### src/rtl/saif_mon_pkg.sv
// Shared types for the SAIF-style activity monitor: FSM state encoding and per-bit counter bundle.
// Counter fields are sized for the widest supported counter; narrower builds zero-extend into them.
package saif_mon_pkg;

    parameter int SAIF_CNT_W_DEF = 16;
    localparam int SAIF_CNT_W_MAX = 32;

    typedef enum logic [1:0] {
        ST_IDLE = 2'd0,
        ST_RUN  = 2'd1,
        ST_DONE = 2'd2
    } saif_mon_state_e;

    typedef struct packed {
        logic [SAIF_CNT_W_MAX-1:0] t0;
        logic [SAIF_CNT_W_MAX-1:0] t1;
        logic [SAIF_CNT_W_MAX-1:0] tc;
    } saif_cnt_s;

endpackage

### src/rtl/saif_activity_monitor_bit_counter.sv
// One watched bit: previous sample, T0/T1/TC counters and a sticky overflow flag.
// Macro SAIF_MON_SATURATE_EN makes counters saturate instead of wrapping.
module saif_bit_counter
    import saif_mon_pkg::*;
#(
    parameter int CNT_W = SAIF_CNT_W_DEF
)
(
    input  logic      clk,
    input  logic      rst,
    input  logic      clr,
    input  logic      en,
    input  logic      bit_in,
    output saif_cnt_s cnt,
    output logic      ovf
);

    logic [CNT_W-1:0] r_t0;
    logic [CNT_W-1:0] r_t1;
    logic [CNT_W-1:0] r_tc;
    logic             r_prev;
    logic             r_have_prev;
    logic             r_ovf;

    logic w_inc_t0;
    logic w_inc_t1;
    logic w_inc_tc;
    logic w_ovf_hit;

    function automatic logic [CNT_W-1:0] bump(input logic [CNT_W-1:0] c);
`ifdef SAIF_MON_SATURATE_EN
        return (&c) ? c : c + CNT_W'(1);
`else
        return c + CNT_W'(1);
`endif
    endfunction

    // Increment requests; an all-ones counter asked to count is an overflow in either mode.
    always_comb begin
        w_inc_t0  = en & ~bit_in;
        w_inc_t1  = en & bit_in;
        w_inc_tc  = en & r_have_prev & (bit_in ^ r_prev);
        w_ovf_hit = (w_inc_t0 & (&r_t0)) | (w_inc_t1 & (&r_t1)) | (w_inc_tc & (&r_tc));
    end

    // Counter state; clear wins over a sample so a fresh run starts from zero.
    always_ff @(posedge clk or posedge rst) begin
        if (rst) begin
            r_t0        <= '0;
            r_t1        <= '0;
            r_tc        <= '0;
            r_prev      <= 1'b0;
            r_have_prev <= 1'b0;
            r_ovf       <= 1'b0;
        end else if (clr) begin
            r_t0        <= '0;
            r_t1        <= '0;
            r_tc        <= '0;
            r_prev      <= 1'b0;
            r_have_prev <= 1'b0;
            r_ovf       <= 1'b0;
        end else if (en) begin
            if (w_inc_t0) r_t0 <= bump(r_t0);
            if (w_inc_t1) r_t1 <= bump(r_t1);
            if (w_inc_tc) r_tc <= bump(r_tc);
            if (w_ovf_hit) r_ovf <= 1'b1;
            r_prev      <= bit_in;
            r_have_prev <= 1'b1;
        end
    end

    // Zero-extend the counters into the shared bundle.
    always_comb begin
        cnt                = '0;
        cnt.t0[CNT_W-1:0]  = r_t0;
        cnt.t1[CNT_W-1:0]  = r_t1;
        cnt.tc[CNT_W-1:0]  = r_tc;
    end

    assign ovf = r_ovf;

endmodule

### src/rtl/saif_activity_monitor.sv
// SAIF-style activity monitor top: run-control FSM, per-bit counters, registered readback.
// Macro SAIF_MON_SATURATE_EN selects saturating counters (default: wrap-around).
module saif_activity_monitor
    import saif_mon_pkg::*;
#(
    parameter int WIDTH = 5,
    parameter int CNT_W = SAIF_CNT_W_DEF,
    localparam int IDX_W = (WIDTH > 1) ? $clog2(WIDTH) : 1
)
(
    input  logic             clk,
    input  logic             rst,
    input  logic             start,
    input  logic             stop,
    input  logic             sample_en,
    input  logic [WIDTH-1:0] sig,
    input  logic [IDX_W-1:0] rd_idx,
    output logic [CNT_W-1:0] rd_t0,
    output logic [CNT_W-1:0] rd_t1,
    output logic [CNT_W-1:0] rd_tc,
    output logic             busy,
    output logic             done,
    output logic             ovf
);

    saif_mon_state_e r_state;
    saif_mon_state_e w_state_nxt;
    logic            r_busy;
    logic            r_done;
    logic            w_clr;
    logic            w_en;
    saif_cnt_s       w_cnt [WIDTH];
    logic [WIDTH-1:0] w_ovf_bits;
    saif_cnt_s       w_sel;
    logic [CNT_W-1:0] r_rd_t0;
    logic [CNT_W-1:0] r_rd_t1;
    logic [CNT_W-1:0] r_rd_tc;

    // Next-state logic: stop wins in RUN, start wins in IDLE/DONE.
    always_comb begin
        w_state_nxt = r_state;
        case (r_state)
            ST_IDLE: if (start) w_state_nxt = ST_RUN;  else w_state_nxt = ST_IDLE;
            ST_RUN:  if (stop)  w_state_nxt = ST_DONE; else w_state_nxt = ST_RUN;
            ST_DONE: if (start) w_state_nxt = ST_RUN;  else w_state_nxt = ST_DONE;
            default: w_state_nxt = ST_IDLE;
        endcase
    end

    // The sample coinciding with stop is excluded from the statistics.
    assign w_clr = (r_state != ST_RUN) && (w_state_nxt == ST_RUN);
    assign w_en  = (r_state == ST_RUN) && sample_en && !stop;

    // State register with busy/done decoded from the next state so they move together.
    always_ff @(posedge clk or posedge rst) begin
        if (rst) begin
            r_state <= ST_IDLE;
            r_busy  <= 1'b0;
            r_done  <= 1'b0;
        end else begin
            r_state <= w_state_nxt;
            r_busy  <= (w_state_nxt == ST_RUN);
            r_done  <= (w_state_nxt == ST_DONE);
        end
    end

    for (genvar gi = 0; gi < WIDTH; gi++) begin : g_bit
        saif_bit_counter #(
            .CNT_W (CNT_W)
        ) u_bit (
            .clk    (clk),
            .rst    (rst),
            .clr    (w_clr),
            .en     (w_en),
            .bit_in (sig[gi]),
            .cnt    (w_cnt[gi]),
            .ovf    (w_ovf_bits[gi])
        );
    end

    // Readback select; indices past the vector return zeros.
    always_comb begin
        w_sel = '0;
        for (int i = 0; i < WIDTH; i++) begin
            if (rd_idx == IDX_W'(i)) w_sel = w_cnt[i];
        end
    end

    // Registered readback, one cycle behind rd_idx.
    always_ff @(posedge clk or posedge rst) begin
        if (rst) begin
            r_rd_t0 <= '0;
            r_rd_t1 <= '0;
            r_rd_tc <= '0;
        end else begin
            r_rd_t0 <= w_sel.t0[CNT_W-1:0];
            r_rd_t1 <= w_sel.t1[CNT_W-1:0];
            r_rd_tc <= w_sel.tc[CNT_W-1:0];
        end
    end

    assign rd_t0 = r_rd_t0;
    assign rd_t1 = r_rd_t1;
    assign rd_tc = r_rd_tc;
    assign busy  = r_busy;
    assign done  = r_done;
    assign ovf   = |w_ovf_bits;

endmodule

### config.mk
export PLATFORM = sky130hd
export DESIGN_NAME = saif_activity_monitor
export DESIGN_NICKNAME = d
export VERILOG_FILES = /design/src/rtl/saif_mon_pkg.sv /design/src/rtl/saif_activity_monitor_bit_counter.sv /design/src/rtl/saif_activity_monitor.sv
export SDC_FILE = /design/constraint.sdc
export NUM_CORES = 1
export LEC_CHECK = 0
export BUFFER_PORTS_ARGS = -buffer_cell sky130_fd_sc_hd__buf_2
export CAP_MARGIN = 20
export CORE_MARGIN = 3
export CORE_UTILIZATION = 42
export DETAILED_ROUTE_END_ITERATION = 12
export PLACE_DENSITY_LB_ADDON = 0.25
export RECOVER_POWER = 25
export SYNTH_ARGS = -nofsm -noshare
export SYNTH_HDL_FRONTEND = slang
export SYNTH_SLANG_ARGS = --single-unit
### constraint.sdc
create_clock -name clk -period 14.2 [get_ports clk]
set_input_delay 2.13 -clock clk [delete_from_list [all_inputs] [get_ports clk]]
set_output_delay 2.13 -clock clk [all_outputs]
set_load 0.05 [all_outputs]
### Word-level counts from Yosys, hierarchy flattened

Index checks and enable logic that the tools add are counted.

| operators by class | value |
|---|---|
| add/subtract/negate cells | 15 |
| multipliers | 0 |
| divide/modulo/power cells | 0 |
| magnitude comparators | 0 |
| equality and inequality tests | 9 |
| shift operators | 0 |
| mux-type cells | 81 |
| bitwise logic cells | 51 |
| reduce and logical (&&, ||, !) cells | 63 |

Operator list:

| kind | number |
|---|---|
| $mux 16 | 45 |
| $mux 80 | 5 |
| $add 16x1->16 const B | 15 |
| $reduce_and 16->1 | 15 |
| $reduce_bool 2->1 | 21 |
| $reduce_and 2->1 | 20 |
| $and 1x1->1 | 31 |
| $mux 1 | 28 |
| $or 1x1->1 | 10 |
| $eq 3x2->1 const B | 2 |
| $pmux 2 s3 | 1 |
| $not 1->1 | 5 |
| $reduce_or 5->1 | 1 |
| $xor 1x1->1 | 5 |
| $eq 2x1->1 const B | 2 |
| $eq 2x2->1 const B | 2 |
| $mux 2 | 2 |
| $eq 3x1->1 const B | 1 |
| $eq 3x3->1 const B | 1 |
| $logic_and 1x1->1 | 3 |
| $logic_not 3->1 | 1 |
| $logic_not 2->1 | 1 |
| $ne 2x1->1 const B | 1 |
| $logic_not 1->1 | 1 |

| word-level totals | value |
|---|---|
| flip-flop bits (word level) | 303 |
| bits in latches | 0 |
| bits in writable memories | 0 |
| bits in read-only memories | 0 |
| input port bits | 13 |
| output and inout port bits | 51 |
| word-level logic and storage cells | 251 |
| memories | 0 |

### Depth between registers and ports, before layout

Gate-level depths: netlist (run 1).

| logic depth | value |
|---|---|
| word-level depth | 10 |
| gate-level depth with buffers | 8 |
| depth with buffers taken out | 5 |

### By module

Synthesis (run 1) repeated with hierarchy kept, for this count alone.

| unflattened totals | value |
|---|---|
| cell total of the unflattened synthesis | 1,947 |
| area total of the unflattened synthesis | 18,054.8 sq um |

Modules (own cells, without submodules):

| module | instances | cells an instance | area each (sq um) | sequential area each (sq um) |
|---|---|---|---|---|
| saif_bit_counter (g_bit[1].u_bit ...) | 3 | 318 | 2,951.6 | 1,276.2 |
| saif_activity_monitor | 1 | 349 | 3,243.1 | 1,301.2 |
| saif_bit_counter (g_bit[0].u_bit) | 1 | 321 | 2,987.9 | 1,276.2 |
| saif_bit_counter (g_bit[4].u_bit) | 1 | 323 | 2,969.1 | 1,276.2 |

### Worst setup path after synthesis (run 1)

OpenSTA, ideal clock, no wires.

| path | value |
|---|---|
| kind | input -> register |
| start point | in sig[4] |
| end point | reg g_bit[4].u_bit.r_tc[10] |
| setup time | 0.078 ns |
| data arrival time | 3.645 ns |
| required time | 14.122 ns |
| setup slack | 10.477 ns |
| cell stages on the path | 6 |
| path buffers | 2 |
| cell sequence | buf_2 -> xor2_1 -> or4b_1 -> clkbuf_1 -> or3_1 -> a21oi_1 |

| on the way | value |
|---|---|
| longest elaborated chain between the ends | 4 |

RTL lines:

| item | RTL line | RTL |
|---|---|---|
| start: declaration | saif_activity_monitor.sv:16 | `input logic [WIDTH-1:0] sig,` |
| $xor 1x1->1 | saif_activity_monitor_bit_counter.sv:42 | `w_inc_tc = en & r_have_prev & (bit_in ^ r_prev);` |
| $and 1x1->1 | saif_activity_monitor_bit_counter.sv:42 |  |
| $reduce_bool 2->1 (no source line) | -- |  |
| $reduce_and 2->1 (no source line) | -- |  |
| end signal: assignment | saif_activity_monitor_bit_counter.sv:65 | `if (w_inc_tc) r_tc <= bump(r_tc);` |
| end: declaration | saif_activity_monitor_bit_counter.sv:20 | `logic [CNT_W-1:0] r_tc;` |

No other way between the ends.
A chain may end at the register's enable or synchronous reset.

### Worst setup path after layout (run 1)

| path | value |
|---|---|
| start point | in stop |
| end point | reg g_bit[3].u_bit.r_tc[15] |

| on the way | value |
|---|---|
| longest elaborated chain between the ends | 6 |
| elaborated cells between the ends (all ways) | 12 |
| classes of those cells | eq/ne (1); mux (3); bitwise (2); reduce/logical (6) |

RTL lines:

| item | RTL line | RTL |
|---|---|---|
| start: declaration | saif_activity_monitor.sv:14 | `input logic stop,` |
| $mux 2 or $logic_not 1->1 (tied branches) | saif_activity_monitor.sv:44, saif_activity_monitor.sv:52 |  |
| $pmux 2 s3 or $logic_and 1x1->1 (tied branches) | saif_activity_monitor.sv:42, saif_activity_monitor.sv:52 |  |
| $eq 2x1->1 or $and 1x1->1 (tied branches) | -- |  |
| $logic_and 1x1->1 or $and 1x1->1 (tied branches) | saif_activity_monitor.sv:51, saif_activity_monitor_bit_counter.sv:42 |  |
| $reduce_bool 2->1 (no source line) | -- |  |
| $reduce_and 2->1 (no source line) | -- |  |
| end signal: assignment | saif_activity_monitor_bit_counter.sv:65 |  |
| end: declaration | saif_activity_monitor_bit_counter.sv:20 |  |

Parallel ways exist; a longest one is shown, timed or not.

==> impl_metrics.ini, run 1 <==
[drt]
wl_met3_um = 2470
post_drt_via_cell_ratio = 6.02
met1_length_um = 19900
vias = 13300
antenna_left = 0
first_pass_iters = 5
drc = 0
wl_per_cell_um = 19.2
wirelength_um = 42400
drt_iter0_drc = 1396
wl_met2_um = 19100
top_layer = met5

[timing]
slew_viol_final = 100
max_slew_margin_pct = -93.3
rsz0062_at_grt = false
hold_violations = 0
worst_slew_pin_slew_ps = 2900
clock.fmax_mhz = 179
tns_ps = 0
worst_slack_ps = 8620
setup_viol = 0
finClkSkew_ps = 14.1
period_needed_ps = 5580
fin_crit_sh_pct = 39.3
hold-worst-slack_ps = 490

[logic_synthesis]
synthMostInstantiatedCell = dfrtp_1
netlist_instances = 1678
yosys.area.top_type = dfrtp_1
ys_seq_area_share_pct = 47.6
yosys.area.top_type_share_pct = 47.6
ys_ff_latch = 303
synthesis.nets = 1706
ys_top_cells_by_count = dfrtp_1 (303), nor2_1 (150), a21oi_1 (149)
synth_area_leaders = dfrtp_1 (48%), a21oi_1 (4.7%), mux2i_1 (3.7%)
yosysUniqueCellTypes = 50
synth.avg_cell_area_um2 = 9.49
async_flop_share_pct = 100
synth_area_mm2 = 0.0159
synth_edf_count = 0
synthFlopType = dfrtp_1
ys_warn_count = 0

[global_route]
grt_pass1_wl_um = 69700
overflow = 0
grt_pass1_vias = 12800
antenna_found_initial = 1
grt_use_total_pct = 20.8
grt_start_max_net_pins = 154

[setup_path]
cp-start-kind = input pin
regToRegStartpoint = r_state[0]
crit_type = input pin to flip-flop
worstSetupEndpointType = flip-flop
rrSetupSlack_ps = 9880
worst-path-max-fanout = 40
crit_top_cell = clkbuf_1
r2r-end = g_bit[3].u_bit.r_tc[15]
crit_slowest_cell = clkbuf_1
r2r_cells = 5
crit_chain = clkbuf_1 -> nor4bb_1 -> clkbuf_1 -> nand4_1 -> nor4_1 -> mux2i_1
critPathBufInv = 2
path_delay_family = simple AND/OR/NAND/NOR gates
critPathMaxStageDelay_ps = 1360
required_ps = 14630
arrival_ps = 6010

[floorplan]
io_pins = 64
core_area_mm2 = 0.0370
die_h_um = 201
start_util_pct = 43.1
die_w_um = 201
rows = 70
fp.dieArea_mm2 = 0.0403

[placement]
dp_slack_ps = 9050
gp_congestion = 0.848
dp.cells = 2152
portBuffers = 63
dp_hpwl_um = 27900

[clocking]
cts_hold_buf = 0
cts_tree = built
insertion_delay_ps = 530
clockBufferDepth = 3
root_buffer = clkbuf_16
cts.reportedPaths.clkPinSlew_ps = 60
cts_resized = 0
htree_levels = 2
post_cts_buffers = 0
cts_buffers = 35
clkSinkCount = 303

[power]
p_leak_nw = 7.36
pwr_density_cell_mw_per_mm2 = 108
ir_worst_vdd_mv = 0.0725

[finish]
n_antenna_cell = 0
regArea_mm2 = 0.00758
layout-drive-gt1-share_pct = 8.45
multi_input_area_mm2 = 0.00779
fill_cells = 3511
final_nets = 1714
final_core_util_pct = 47.9
final_cells = 2209
syn2layout_area_growth_pct = 11.1

[status]
violations = capacitance limit, slew limit
status = complete, but fails checks

[worst_hold_path]
holdPathStages = 1
min_to = g_bit[3].u_bit.r_t1[15]
hp-start = g_bit[3].u_bit.r_t1[15]
hold_path_class = flip-flop to flip-flop

[flow_run]
max-cap-violations = 2
## worst reg2reg max path, delay by kind of cell (launching register included)
| kind | cells | cell delay [ps] |
|---|---|---|
| flip-flops | 1 | 490 |
| multiplexers | 1 | 240 |
| AND/OR/NAND/NOR | 3 | 2150 |
| buffers and inverters | 1 | 1360 |
## worst max path at each step
stage	from	endpoint	slack [ps]	cells after the start
floorplan	rst	busy	3700	1
global placement	start	g_bit[0].u_bit.r_t1[14]	9090	7
detailed placement	start	g_bit[0].u_bit.r_t1[14]	9050	7
CTS	start	g_bit[0].u_bit.r_t1[14]	9590	7
global route	stop	g_bit[3].u_bit.r_tc[5]	8250	6
finish	stop	g_bit[3].u_bit.r_tc[15]	8620	6
## metal layers
metal / vias to the layer above / global-route usage [%]
met5: - / 0
met4: 2 / 5.19
met3: 61 / 2.64
met2: 370 / 32.1
met1: 6614 / 31.2
li1: 6259 / -
## cell families after synthesis
| group | after synthesis | synth area share (%) |
|---|---|---|
| xor+xnor | 96 | 5.28 |
| simple gates | 656 | 21.8 |
| flops | 303 | 47.6 |
| buf+inv | 146 | 3.60 |
| compound gates | 393 | 15.4 |
| fa+ha+maj | 15 | 1.18 |
| mux | 69 | 5.12 |
## power breakdown
part	total, W	internal, W	switching [W]
registers	0.000891	0.000875	0.0000158
logic	0.000141	0.0000287	0.000112
clock network	0.000887	0.000530	0.000357
## stage by stage
step	area, um2	power [W]
after CTS	17700	0.00194
after detailed placement	16600	0.00105
after global placement	16600	0.00105
after floorplan	15900	0.00101
final	17700	0.00192
after global routing	17700	0.00199
## layout make-up
type / count / area share, %
sequential: 303 / 42.8
clock inverter: 6 / 0.325
inverter: 37 / 0.792
multi-input combinational: 1229 / 44.0
clock buffer: 50 / 5.96
timing repair buffer: 80 / 2.52
tap: 504 / 3.56
## sequential cells by signal, summed over array words and instances (netlist names)
signal,flops
g_bit.u_bit.r_t1,80
g_bit.u_bit.r_t0,80
rd_tc,16
g_bit.u_bit.ovf,5
g_bit.u_bit.r_have_prev,1
rd_t1,16
g_bit.u_bit.r_prev,5
done,1
r_state,2
busy,1
rd_t0,16
g_bit.u_bit.r_tc,80
## layout by cell type, fill, tap and decap left out, drive strengths merged, types with 19 or more instances in the layout
master,count
inv,36
and4,21
nand2,110
nand4,70
nor4,23
o21ai,61
and3,26
nand3,81
o31ai,37
clkbuf,59
xor2,63
or4,43
mux2i,59
buf,71
or3,62
dfrtp,303
xnor2,33
o311ai,19
o41ai,21
a21oi,149
o22ai,40
a22oi,38
nor2,150
Note: power is estimated with default switching activity, not from simulation.
==> inputs of run 2 (changes only) <==
--- a/config.mk
+++ b/config.mk
@@ -5,6 +5,7 @@
 export SDC_FILE = /design/constraint.sdc
 export NUM_CORES = 1
 export LEC_CHECK = 0
+export ABC_AREA = 1
 export BUFFER_PORTS_ARGS = -buffer_cell sky130_fd_sc_hd__buf_2
 export CAP_MARGIN = 20
 export CORE_MARGIN = 3
==> constraint.sdc (replaced) <==
create_clock -name clk -period 5.3 [get_ports clk]
set_input_delay 0.795 -clock clk [delete_from_list [all_inputs] [get_ports clk]]
set_output_delay 0.795 -clock clk [all_outputs]
set_load 0.05 [all_outputs]
==> impl_metrics.ini, run 2 <==
[finish]
final_nets = 2501
final_cell_mix = nand2_1 (631), nor2_1 (355), dfrtp_1 (303)
layout-drive-gt1-share_pct = 6.24
fill_cells = 4024
final_core_util_pct = 48.0
syn2layout_area_growth_pct = 11.8
reg_top3 = g_bit.u_bit.r_t0: 80 flops, g_bit.u_bit.r_t1: 80 flops, g_bit.u_bit.r_tc: 80 flops
final_common_cell = nand2_1

[logic_synthesis]
yosys.area.top_type = dfrtp_1
synth.avg_cell_area_um2 = 7.11
synthesis.nets = 2459
synthFlopType = dfrtp_1
synth_area_leaders = dfrtp_1 (44%), nand2_1 (14%), nor2_1 (7.7%)
synth_area_mm2 = 0.0173
async_flop_share_pct = 100
ys_ff_latch = 303
synth_edf_count = 0
yosysUniqueCellTypes = 38
netlist_instances = 2431
ys_warn_count = 0
ys_seq_area_share_pct = 43.9
yosys.area.top_type_share_pct = 43.9
synthMostInstantiatedCell = nand2_1
ys_top_cells_by_count = nand2_1 (632), nor2_1 (356), dfrtp_1 (303)

[floorplan]
core_area_mm2 = 0.0402
rows = 73
die_w_um = 209
io_pins = 64
fp.dieArea_mm2 = 0.0436
die_h_um = 209
start_util_pct = 43.0

[placement]
portBuffers = 63
gp_congestion = 0.922
dp_hpwl_um = 35900

[setup_path]
worstSetupEndpointType = output pin
path_delay_family = simple AND/OR/NAND/NOR gates
crit_chain = nor3_1 -> nand3_1 -> buf_2
rrSetupSlack_ps = 2840
critPathBufInv = 1
crit_slowest_cell = dfrtp_1
critPathMaxStageDelay_ps = 390
r2r_cells = 7
regToRegStartpoint = r_state[0]
arrival_ps = 1740
cp-start-kind = flip-flop
r2r-end = g_bit[3].u_bit.r_t1[12]
crit_type = flip-flop to output pin
required_ps = 4510
worst-path-max-fanout = 2

[drt]
drc = 0
first_pass_iters = 8
wirelength_um = 50100
drt_iter0_drc = 1576
post_drt_via_cell_ratio = 5.46
wl_per_cell_um = 16.6
antenna_left = 0
vias = 16500

[global_route]
grt_use_total_pct = 22.8
grt_pass1_wl_um = 81500
overflow = 0
grt_start_max_net_pins = 101
antenna_found_initial = 1
grt_pass1_vias = 15400

[power]
pwr_density_cell_mw_per_mm2 = 287
ir_worst_vdd_mv = 0.172
p_leak_nw = 8.82

[clocking]
cts_resized = 0
post_cts_buffers = 0
htree_levels = 2
cts_tree = built
cts.reportedPaths.clkPinSlew_ps = 60
insertion_delay_ps = 560
cts_hold_buf = 0
cts_buffers = 37
clockBufferDepth = 3
root_buffer = clkbuf_16
clkSinkCount = 303

[flow_run]
max-cap-violations = 1

[timing]
fin_crit_sh_pct = 47.9
hold_violations = 0
tns_ps = 0
finClkSkew_ps = 25.0
rsz0062_at_grt = false
slew_viol_final = 36
setup_viol = 0
max_slew_margin_pct = -22.7
worst_slew_pin_slew_ps = 1840
period_needed_ps = 2540
clock.fmax_mhz = 394

[worst_hold_path]
hold_path_class = input pin to asynchronous set/reset pin

[status]
status = complete, but fails checks
violations = capacitance limit, slew limit
## run 2: cell types whose count changed after synthesis, moves of 59 or more
cell / delta
inv_1: +226
mux2i_1: -59
nand2_1: +522
nand3_1: +145
nor2_1: +206
o21ai_0: +65
or3_1: -62
## run 2: routing by layer
metal | GRT usage, % | vias to the layer above | wire length (um)
li1 | - | 8035 | -
met1 | 32.4 | 7811 | 22700
met3 | 3.24 | 93 | 3250
met5 | 0 | - | 0
met4 | 8.18 | 0 | 1650
met2 | 35.6 | 580 | 22500
## run 2: final cells by class
class                   count  area [um2]  share of cell area [%]
diodes                      1        2.50                  0.0130
clock buffers              55        1100                    5.68
clock inverters             9         101                   0.525
inverters                 269        1010                    5.24
multi-input cells        1784        8360                    43.3
flip-flops and latches    303        7580                    39.3
well taps                 525         657                    3.40
repair buffers             78         497                    2.57
## run 2: through the flow
step	cells	power (W)	instance area, um2	hold slack [ps]	setup slack, ps
finish	3024	0.00554	19300	287	2760
global placement	2955	0.00304	18100	501	2470
global route	3024	0.00577	19300	309	2420
detailed placement	2955	0.00305	18100	503	2430
floorplan	2431	0.00288	17300	471	476
CTS	3019	0.00560	19300	489	2720
## run 2: how the worst max path moves through the flow
stage	from	to	depth (start not counted)
6_report	g_bit[3].u_bit.ovf	ovf	3
3_3_place_gp	start	g_bit[1].u_bit.r_t1[12]	7
5_1_grt	rst	g_bit[1].u_bit.r_tc[15]	3
3_5_place_dp	start	g_bit[3].u_bit.r_t1[12]	7
4_1_cts	g_bit[3].u_bit.ovf	ovf	3
2_1_floorplan	rst	busy	1
## run 2: logic make-up after synthesis
kind of cell               synth area share (%)
buffers and inverters                      7.89
adders and majority gates                  1.09
and+or+nand+nor                            35.4
AOI/OAI and AO/OA                          9.41
DFF                                        43.9
xor gates and xnor gates                   2.33
## run 2: report_power, final
| part | internal (W) | switching [W] |
|---|---|---|
| logic | 0.000115 | 0.000440 |
| registers | 0.00239 | 0.0000690 |
| clock network | 0.00152 | 0.00100 |
| total | 0.00403 | 0.00151 |
